File: src/rtl/skinny_sbox_layer_sched.sv
// Byte-serial sequencer for the SKINNY-128 S-box layer on a two-share masked state.
// It feeds one shared masked S-box with a fresh random byte per state byte, from byte 0 to byte 15.
module skinny_sbox_layer_sched #(
  parameter int LAT = 4
) (
  input  logic         clk,
  input  logic         rst_n,
  input  logic         start,
  input  logic [127:0] in_s0,
  input  logic [127:0] in_s1,
  output logic         busy,
  output logic         done,
  output logic [127:0] out_s0,
  output logic [127:0] out_s1,
  input  logic [7:0]   rnd_data,
  input  logic         rnd_valid,
  output logic         rnd_ready,
  output logic [7:0]   sb_si0,
  output logic [7:0]   sb_si1,
  output logic [7:0]   sb_r,
  input  logic [7:0]   sb_so0,
  input  logic [7:0]   sb_so1
);

  localparam int             HCW       = $clog2(LAT + 1);
  localparam logic [HCW-1:0] HOLD_LAST = HCW'(LAT - 1);

  typedef enum logic [1:0] {IDLE, FETCH, HOLD, DONE} state_t;

  state_t         state;
  logic [127:0]   w0, w1;
  logic [127:0]   w0_upd, w1_upd;
  logic [3:0]     idx;
  logic [HCW-1:0] hcnt;
  logic [6:0]     bit_base;

  assign bit_base = {idx, 3'b000};

  // Working state with the current byte replaced by the S-box output shares.
  always_comb begin
    // NOTE: defaults come first so every path assigns both vectors and no latch is inferred.
    w0_upd = w0;
    w1_upd = w1;
    w0_upd[bit_base +: 8] = sb_so0;
    w1_upd[bit_base +: 8] = sb_so1;
  end

  // NOTE: all state, including the 128-bit working registers, is reset, so a layer cut short by reset leaves no trace.
  always_ff @(posedge clk or negedge rst_n) begin
    if (!rst_n) begin
      state     <= IDLE;
      w0        <= '0;
      w1        <= '0;
      idx       <= '0;
      hcnt      <= '0;
      busy      <= 1'b0;
      done      <= 1'b0;
      rnd_ready <= 1'b0;
      sb_si0    <= '0;
      sb_si1    <= '0;
      sb_r      <= '0;
      out_s0    <= '0;
      out_s1    <= '0;
    end else begin
      // NOTE: sequential state uses non-blocking assignments only, so every read sees the pre-edge value.
      case (state)
        IDLE: begin
          if (start) begin
            w0        <= in_s0;
            w1        <= in_s1;
            idx       <= '0;
            busy      <= 1'b1;
            rnd_ready <= 1'b1;
            state     <= FETCH;
          end
        end
        FETCH: begin
          if (rnd_valid) begin
            sb_si0    <= w0[bit_base +: 8];
            sb_si1    <= w1[bit_base +: 8];
            sb_r      <= rnd_data;
            hcnt      <= '0;
            rnd_ready <= 1'b0;
            state     <= HOLD;
          end
        end
        HOLD: begin
          if (hcnt == HOLD_LAST) begin
            w0 <= w0_upd;
            w1 <= w1_upd;
            if (idx == 4'd15) begin
              // The result is presented in the same cycle that done is high.
              out_s0 <= w0_upd;
              out_s1 <= w1_upd;
              done   <= 1'b1;
              state  <= DONE;
            end else begin
              idx       <= idx + 4'd1;
              rnd_ready <= 1'b1;
              state     <= FETCH;
            end
          end else begin
            hcnt <= hcnt + HCW'(1);
          end
        end
        DONE: begin
          done   <= 1'b0;
          busy   <= 1'b0;
          sb_si0 <= '0;
          sb_si1 <= '0;
          sb_r   <= '0;
          state  <= IDLE;
        end
        default: state <= IDLE;
      endcase
    end
  end

endmodule

File: config.mk
export PLATFORM = sky130hd
export DESIGN_NAME = skinny_sbox_layer_sched
export DESIGN_NICKNAME = d
export VERILOG_FILES = /design/src/rtl/skinny_sbox_layer_sched.sv
export SDC_FILE = /design/constraint.sdc
export NUM_CORES = 1
export LEC_CHECK = 0
export CELL_PAD_IN_SITES_DETAIL_PLACEMENT = 1
export CELL_PAD_IN_SITES_GLOBAL_PLACEMENT = 2
export CORE_ASPECT_RATIO = 1.5
export CORE_MARGIN = 5
export CORE_UTILIZATION = 32
export CTS_BUF_LIST = sky130_fd_sc_hd__clkbuf_2 sky130_fd_sc_hd__clkbuf_4 sky130_fd_sc_hd__clkbuf_8
export DETAILED_ROUTE_END_ITERATION = 6
export GPL_TIMING_DRIVEN = 0
export PLACE_DENSITY = 0.81
export SYNTH_ARGS = -nofsm -noshare
export SYNTH_HDL_FRONTEND = slang
export SYNTH_SLANG_ARGS = --single-unit
File: constraint.sdc
create_clock -name clk -period 2.8 [get_ports clk]
set_input_delay 0.28 -clock clk [delete_from_list [all_inputs] [get_ports clk]]
set_output_delay 0.28 -clock clk [all_outputs]
set_load 0.01 [all_outputs]
; ---- Word level (Yosys, flattened, before mapping)
; Cells that the tools add are included.
[classes]
addsub = 3
n_eq_ne = 11
n_shift = 5
muxes = 35
reduce_logical = 16
[ops]
columns = operator, n
row1 = 2-to-1 mux 128 bit, 4
row2 = one-hot mux 128 bit (2 select lines), 2
row3 = bitwise mux 128 bit, 2
row4 = variable part select 128 x 8 -> 8 bit, 2
row5 = variable part select 8 x 9 -> 128 bit, 2
row6 = variable shift 8 x 9 -> 128 bit (first input constant), 1
row7 = one-hot mux 8 bit (2 select lines), 3
row8 = 2-to-1 mux 8 bit, 3
row9 = AND reduction 3 bit, 5
row10 = 2-to-1 mux 4 bit, 3
row11 = != test 2 bit (second input constant), 6
row12 = nonzero test 2 bit, 5
row13 = negation 7 -> 9 bit, 1
row14 = 2-to-1 mux 2 bit, 4
row15 = one-hot mux 2 bit (4 select lines), 1
row16 = one-hot mux 4 bit (2 select lines), 1
row17 = 2-to-1 mux 1 bit, 6
row18 = 2-to-1 mux 3 bit, 2
row19 = one-hot mux 3 bit (2 select lines), 1
row20 = AND reduction 5 bit, 1
row21 = adder 4 x 1 -> 4 bit (second input constant), 1
row22 = == test 2 bit (second input constant), 2
row23 = == test 4 bit (second input constant), 1
row24 = one-hot mux 1 bit (2 select lines), 2
row25 = other kinds (8), 9
[word_totals]
register_bits = 548
in_bits = 284
output_inout_bits = 283
wordCells = 83

; ---- Logic depth before layout (Yosys ltp)
[logic_depth]
depth_word = 5
depth_mapped = 13
mapped_depth_nobuf = 7

; ---- Least setup slack after synthesis
; Ideal clock, no wire load.
[synth_path]
kind = register to register
startpoint = reg idx[0]
endpoint = reg w0[48]
setup_ns = 0.121
arrival_ns = 2.363
required_ns = 2.679
setup_slack_ns = 0.315
path_stages_with_launch = 13
path_buffers = 5
period_less_slack_ns = 2.485
path_cell_list = dfrtp_1 > buf_4 > buf_6 > inv_1 > ha_1 > buf_2 > nor3b_1 > nor3_1 > or3_1 > clkbuf_1 > buf_2 > a22oi_1 > nand2_1
[synth_via]
elab_chain_len = 5
word_cells_on_any_way = 6
classes_between = add/sub (1) / shift (2) / mux (3)
[synth_lines]
columns = item, line_no
row1 = "start, declared", 33  ; logic [3:0] idx;
row2 = "start signal, assigned", 98  ; idx <= idx + 4'd1;
row3 = negation 7 -> 9 bit (*), 44  ; w0_upd[bit_base +: 8] = sb_so0;
row4 = variable part select 8 x 9 -> 128 bit / variable shift 8 x 9 -> 128 bit (equally long branches), 44
row5 = bitwise mux 128 bit (*), 44
row6 = 2-to-1 mux 128 bit (*), 88  ; if (hcnt == HOLD_LAST) begin
row7 = one-hot mux 128 bit (2 select lines) (*), 66  ; case (state)
row8 = "end signal, assigned", 69  ; w0 <= in_s0;
row9 = "end signal, assigned", 89  ; w0 <= w0_upd;
row10 = "end, declared", 31  ; logic [127:0] w0, w1;
; Every way passes the cells marked *; elsewhere a longest branch is shown, timed or not. The select of a mux whose other input is x is not followed.
; A chain may end at the register's enable or synchronous reset.

; ---- Worst setup path in the final report
[layout_path]
startpoint = reg hcnt[0]
endpoint = reg w0[39]
[layout_via]
elab_chain_len = 3
[layout_lines]
columns = item, line_no
row1 = "start, declared", 34  ; logic [HCW-1:0] hcnt;
row2 = "start signal, assigned", 103  ; hcnt <= hcnt + HCW'(1);
row3 = == test 3 x 2 -> 1 bit, 88
row4 = != test 2 bit (no source line), -
row5 = AND reduction 3 bit (no source line), -
; Every way passes these cells.

==> impl_summary.log <==
[metrics] Rows: between 100 and 150
[metrics] HPWL after detailed placement: 117 mm
[metrics] final hold violation count: 0
[metrics] headroom to the max-slew limit: 16.5%
[metrics] wire per inst: 33.4 µm
[metrics] fraction of the cycle the final worst path needs: 99.0%
[metrics] maximum root-to-sink buffer count: 3
[metrics] fraction of layout cells with a size suffix above 1: ~16%
[metrics] arrival time at the worst endpoint: 3420 ps
[metrics] initial DRC count: 2231
[metrics] ys async rst share: 100%
[metrics] post-route DRC violation count: 0
[metrics] prevailing post-synth register cell: sky130_fd_sc_hd__dfrtp_1
[metrics] starting density of the core: 32.3%
[metrics] via count: 25100
[metrics] type of the worst setup path: flop to flop
[metrics] flop and latch count out of synthesis: 548
[metrics] type of origin of the critical path: flop
[metrics] Setup-failing EPs final: 0
[metrics] synth unique cells: 64
[metrics] antenna viol nets, final: 0
[metrics] setup repair after global routing missed its margin: true
[metrics] fraction of the yosys area taken by sequential cells: 53.1%
[metrics] all-layer global routing usage: 33.0%
[metrics] maximum vdd ir drop: 446 µV
[metrics] Max-cap violations: 0
[metrics] clock sink count: 548
[metrics] Remaining Overflow, GRT: 0
[metrics] sum of met3 wire segment lengths after detailed routing: 9.22 mm
[metrics] Leak Pwr: 15.8 nW
[metrics] Synthesis Warnings: 0
[metrics] routed length on met1: 57.0 mm
[metrics] number of nets in the synthesized netlist: around 2900
[metrics] clock root buffer: sky130_fd_sc_hd__clkbuf_8
[metrics] maximum operating frequency: 361 MHz
[metrics] Worst Path Max Fanout: 10
[metrics] highest metal layer with signal wires: met4
[metrics] Final Critical Period: ~2800 ps
[metrics] number of primary I/O pins: 567
[metrics] Die Ht: 358 µm
[metrics] relative area change from synthesis to final layout: 38.5%
[metrics] last weighted congestion value of the routability-driven placer: 0.965
[metrics] vias per cell: roughly 5.7
[metrics] number of detailed-route iterations in the first pass: 5
[metrics] H-tree depth reported by CTS: 3
[metrics] Hold/Removal Path Class: input pin to flop
[metrics] Core Area: 80100 µm²
[metrics] Layout Skew: 29.3 ps
[metrics] mean post-synth cell area: a little under 10 µm²
[metrics] fillers: 9033
[metrics] wire length of the first global-routing pass: 206 mm
[metrics] Cell Pwr Density: 916 nW/µm²
[metrics] antenna violations before repair: 4
[metrics] transition time at the pin with the least slew margin: approximately 1200 ps
[metrics] pin count of the biggest net entering global routing: 114
[metrics] clock tree from TritonCTS: built
[metrics] number of nets in the final layout: approximately 3600
[metrics] Finished Core Util: 44.7%
[metrics] critical path data required time: 3450 ps
[metrics] Post-Syn Instances: 2614
[metrics] total routed wirelength: 147 mm
[metrics] clock network latency to the later pin of the worst-skew pair: 740 ps
[metrics] Reg clk slew, reported paths: 60 ps
[metrics] post-layout power: 0.0328 W
[metrics] via count of the first global-routing pass: about 27000
[metrics] input/output buffers: 566
[metrics] Die X-Extent: 242 µm
[metrics] full die area: 86600 µm²
[metrics] Post-Syn Area: 25800 µm²
[metrics] number of enable-type register cells in the synthesized netlist: 0
[metrics] result of the run: completed
[metrics] max-slew violation count: 0
[metrics] clock buffer count from CTS: 90
[metrics] wire length on met2: 72.7 mm
[metrics] Worst setup EP type: flop
[layer usage]
| metal | track usage [%] | vias up |
|---|---|---|
| met5 | 0 | - |
| met4 | 16.5 | 0 |
| met3 | 5.57 | 311 |
| met2 | 57.2 | 1252 |
| met1 | 39.9 | 12900 |
| li1 | - | 10600 |
[synth_stat cells (all sizes together), types with 7 or more instances]
cell type,n,area (µm²)
and3,20,125
a31oi,18,113
and2,23,144
o2bb2ai,9,78.8
mux2i,82,833
o22ai,65,407
o21ai,62,329
mux4,64,1440
o21a,19,143
o32a,16,160
dfrtp,548,13700
nor2,339,1270
o221a,16,180
buf,115,627
a21o,7,52.6
clkbuf,100,375
nand2b,22,138
a21oi,170,873
nand2,620,2330
a221o,96,961
mux2,16,180
a22oi,72,591
nor3,54,280
nand3,9,55.1
[repair_timing]
item,4_1_cts,5_1_grt
endpoints found under the setup margin,514,225
gates cloned,2,0
hold buffers,1,0
endpoints found under the hold margin,102,0
pin swaps,7,2
resized for setup,187,38
setup buffers,25,1
[power breakdown]
part / internal [W] / switching [W] / leakage, nW
clock: 0.00427 / 0.00355 / 1.04
sequential: 0.00999 / 0.00247 / 6.37
combinational: 0.00538 / 0.00712 / 8.39
[cells by family after synthesis]
family	share of synthesized area [%]
simple gates	17.7
xor+xnor	0.0678
buf+inv	3.98
compound gates	15.4
mux	9.50
flops	53.1
fa+ha+maj	0.291
[state kept, by name (all words and copies together) (netlist names)]
register and count:
busy 1, done 1, hcnt 3, idx 4, out_s0 128, out_s1 128
rnd_ready 1, sb_r 8, sb_si0 8, sb_si1 8, state 2, w0 128
w1 128
[per-stage QoR]
stage	instances	TNS, ps	area (µm²)	hold WS [ps]	setup slack, ps
after global placement	4212	-	32800	456	-23570
after floorplan	2614	0	25800	-15.6	315
after global routing	4406	-15.4	35800	108	-15.4
after CTS	4405	0	35700	68.4	1.25
after detailed placement	4220	-239500	33000	410	-1180
final	4407	0	35800	125	28.7
[critical path, cell delays in order (launching register included)]
cell and delay (ps):
sky130_fd_sc_hd__dfrtp_1 390, sky130_fd_sc_hd__ha_1 180, sky130_fd_sc_hd__ha_2 270, sky130_fd_sc_hd__inv_1 130, sky130_fd_sc_hd__nor2_4 250, sky130_fd_sc_hd__buf_4 300
sky130_fd_sc_hd__buf_2 310, sky130_fd_sc_hd__nand2_1 300, sky130_fd_sc_hd__nor2_1 380, sky130_fd_sc_hd__a221o_1 170
[final timing paths]
kind	start	end	slack, ps	cells after the start
worst min register to register	out_s1[20]$_DFFE_PN0P_	out_s1[20]$_DFFE_PN0P_	470	2
worst min-delay path	in_s1[49]	w1[49]$_DFFE_PN0P_	120	3
min in group asynchronous	rst_n	out_s1[105]$_DFFE_PN0P_	210	2
worst max register to register	hcnt[0]$_DFFE_PN0P_	w0[39]$_DFFE_PN0P_	30	9
worst max-delay path	hcnt[0]$_DFFE_PN0P_	w0[39]$_DFFE_PN0P_	30	9
max in group asynchronous	rst_n	out_s0[37]$_DFFE_PN0P_	940	4
[cell usage in the layout (no fill, tap or decap), types with 18 or more instances in the layout]
cell type,n
sky130_fd_sc_hd__nand2_1,618
sky130_fd_sc_hd__clkdlybuf4s50_1,565
sky130_fd_sc_hd__dfrtp_1,547
sky130_fd_sc_hd__nor2_1,334
sky130_fd_sc_hd__a21oi_1,164
sky130_fd_sc_hd__clkbuf_8,116
sky130_fd_sc_hd__a221o_1,96
sky130_fd_sc_hd__mux2i_1,78
sky130_fd_sc_hd__o22ai_1,65
sky130_fd_sc_hd__mux4_2,64
sky130_fd_sc_hd__a22oi_1,62
sky130_fd_sc_hd__buf_2,57
sky130_fd_sc_hd__o21ai_0,52
sky130_fd_sc_hd__clkbuf_1,50
sky130_fd_sc_hd__nor3_1,49
sky130_fd_sc_hd__buf_4,48
sky130_fd_sc_hd__clkbuf_4,47
sky130_fd_sc_hd__clkbuf_2,34
sky130_fd_sc_hd__and3_1,20
sky130_fd_sc_hd__nand2b_1,20
sky130_fd_sc_hd__buf_6,18
sky130_fd_sc_hd__a31oi_1,18
[layout make-up]
cell class | instances | area [µm²] | share of cell area (%)
Multi-Input combinational cell | 1844 | 11400 | 31.8
Inverter | 7 | 33.8 | 0.0944
Sequential cell | 548 | 13700 | 38.3
Buffer | 209 | 1250 | 3.50
Clock inverter | 15 | 144 | 0.402
Tap cell | 1032 | 1290 | 3.61
Antenna cell | 3 | 7.51 | 0.0210
Timing Repair Buffer | 603 | 6140 | 17.1
Clock buffer | 146 | 1810 | 5.06
Power figures use the tool's default switching activity.
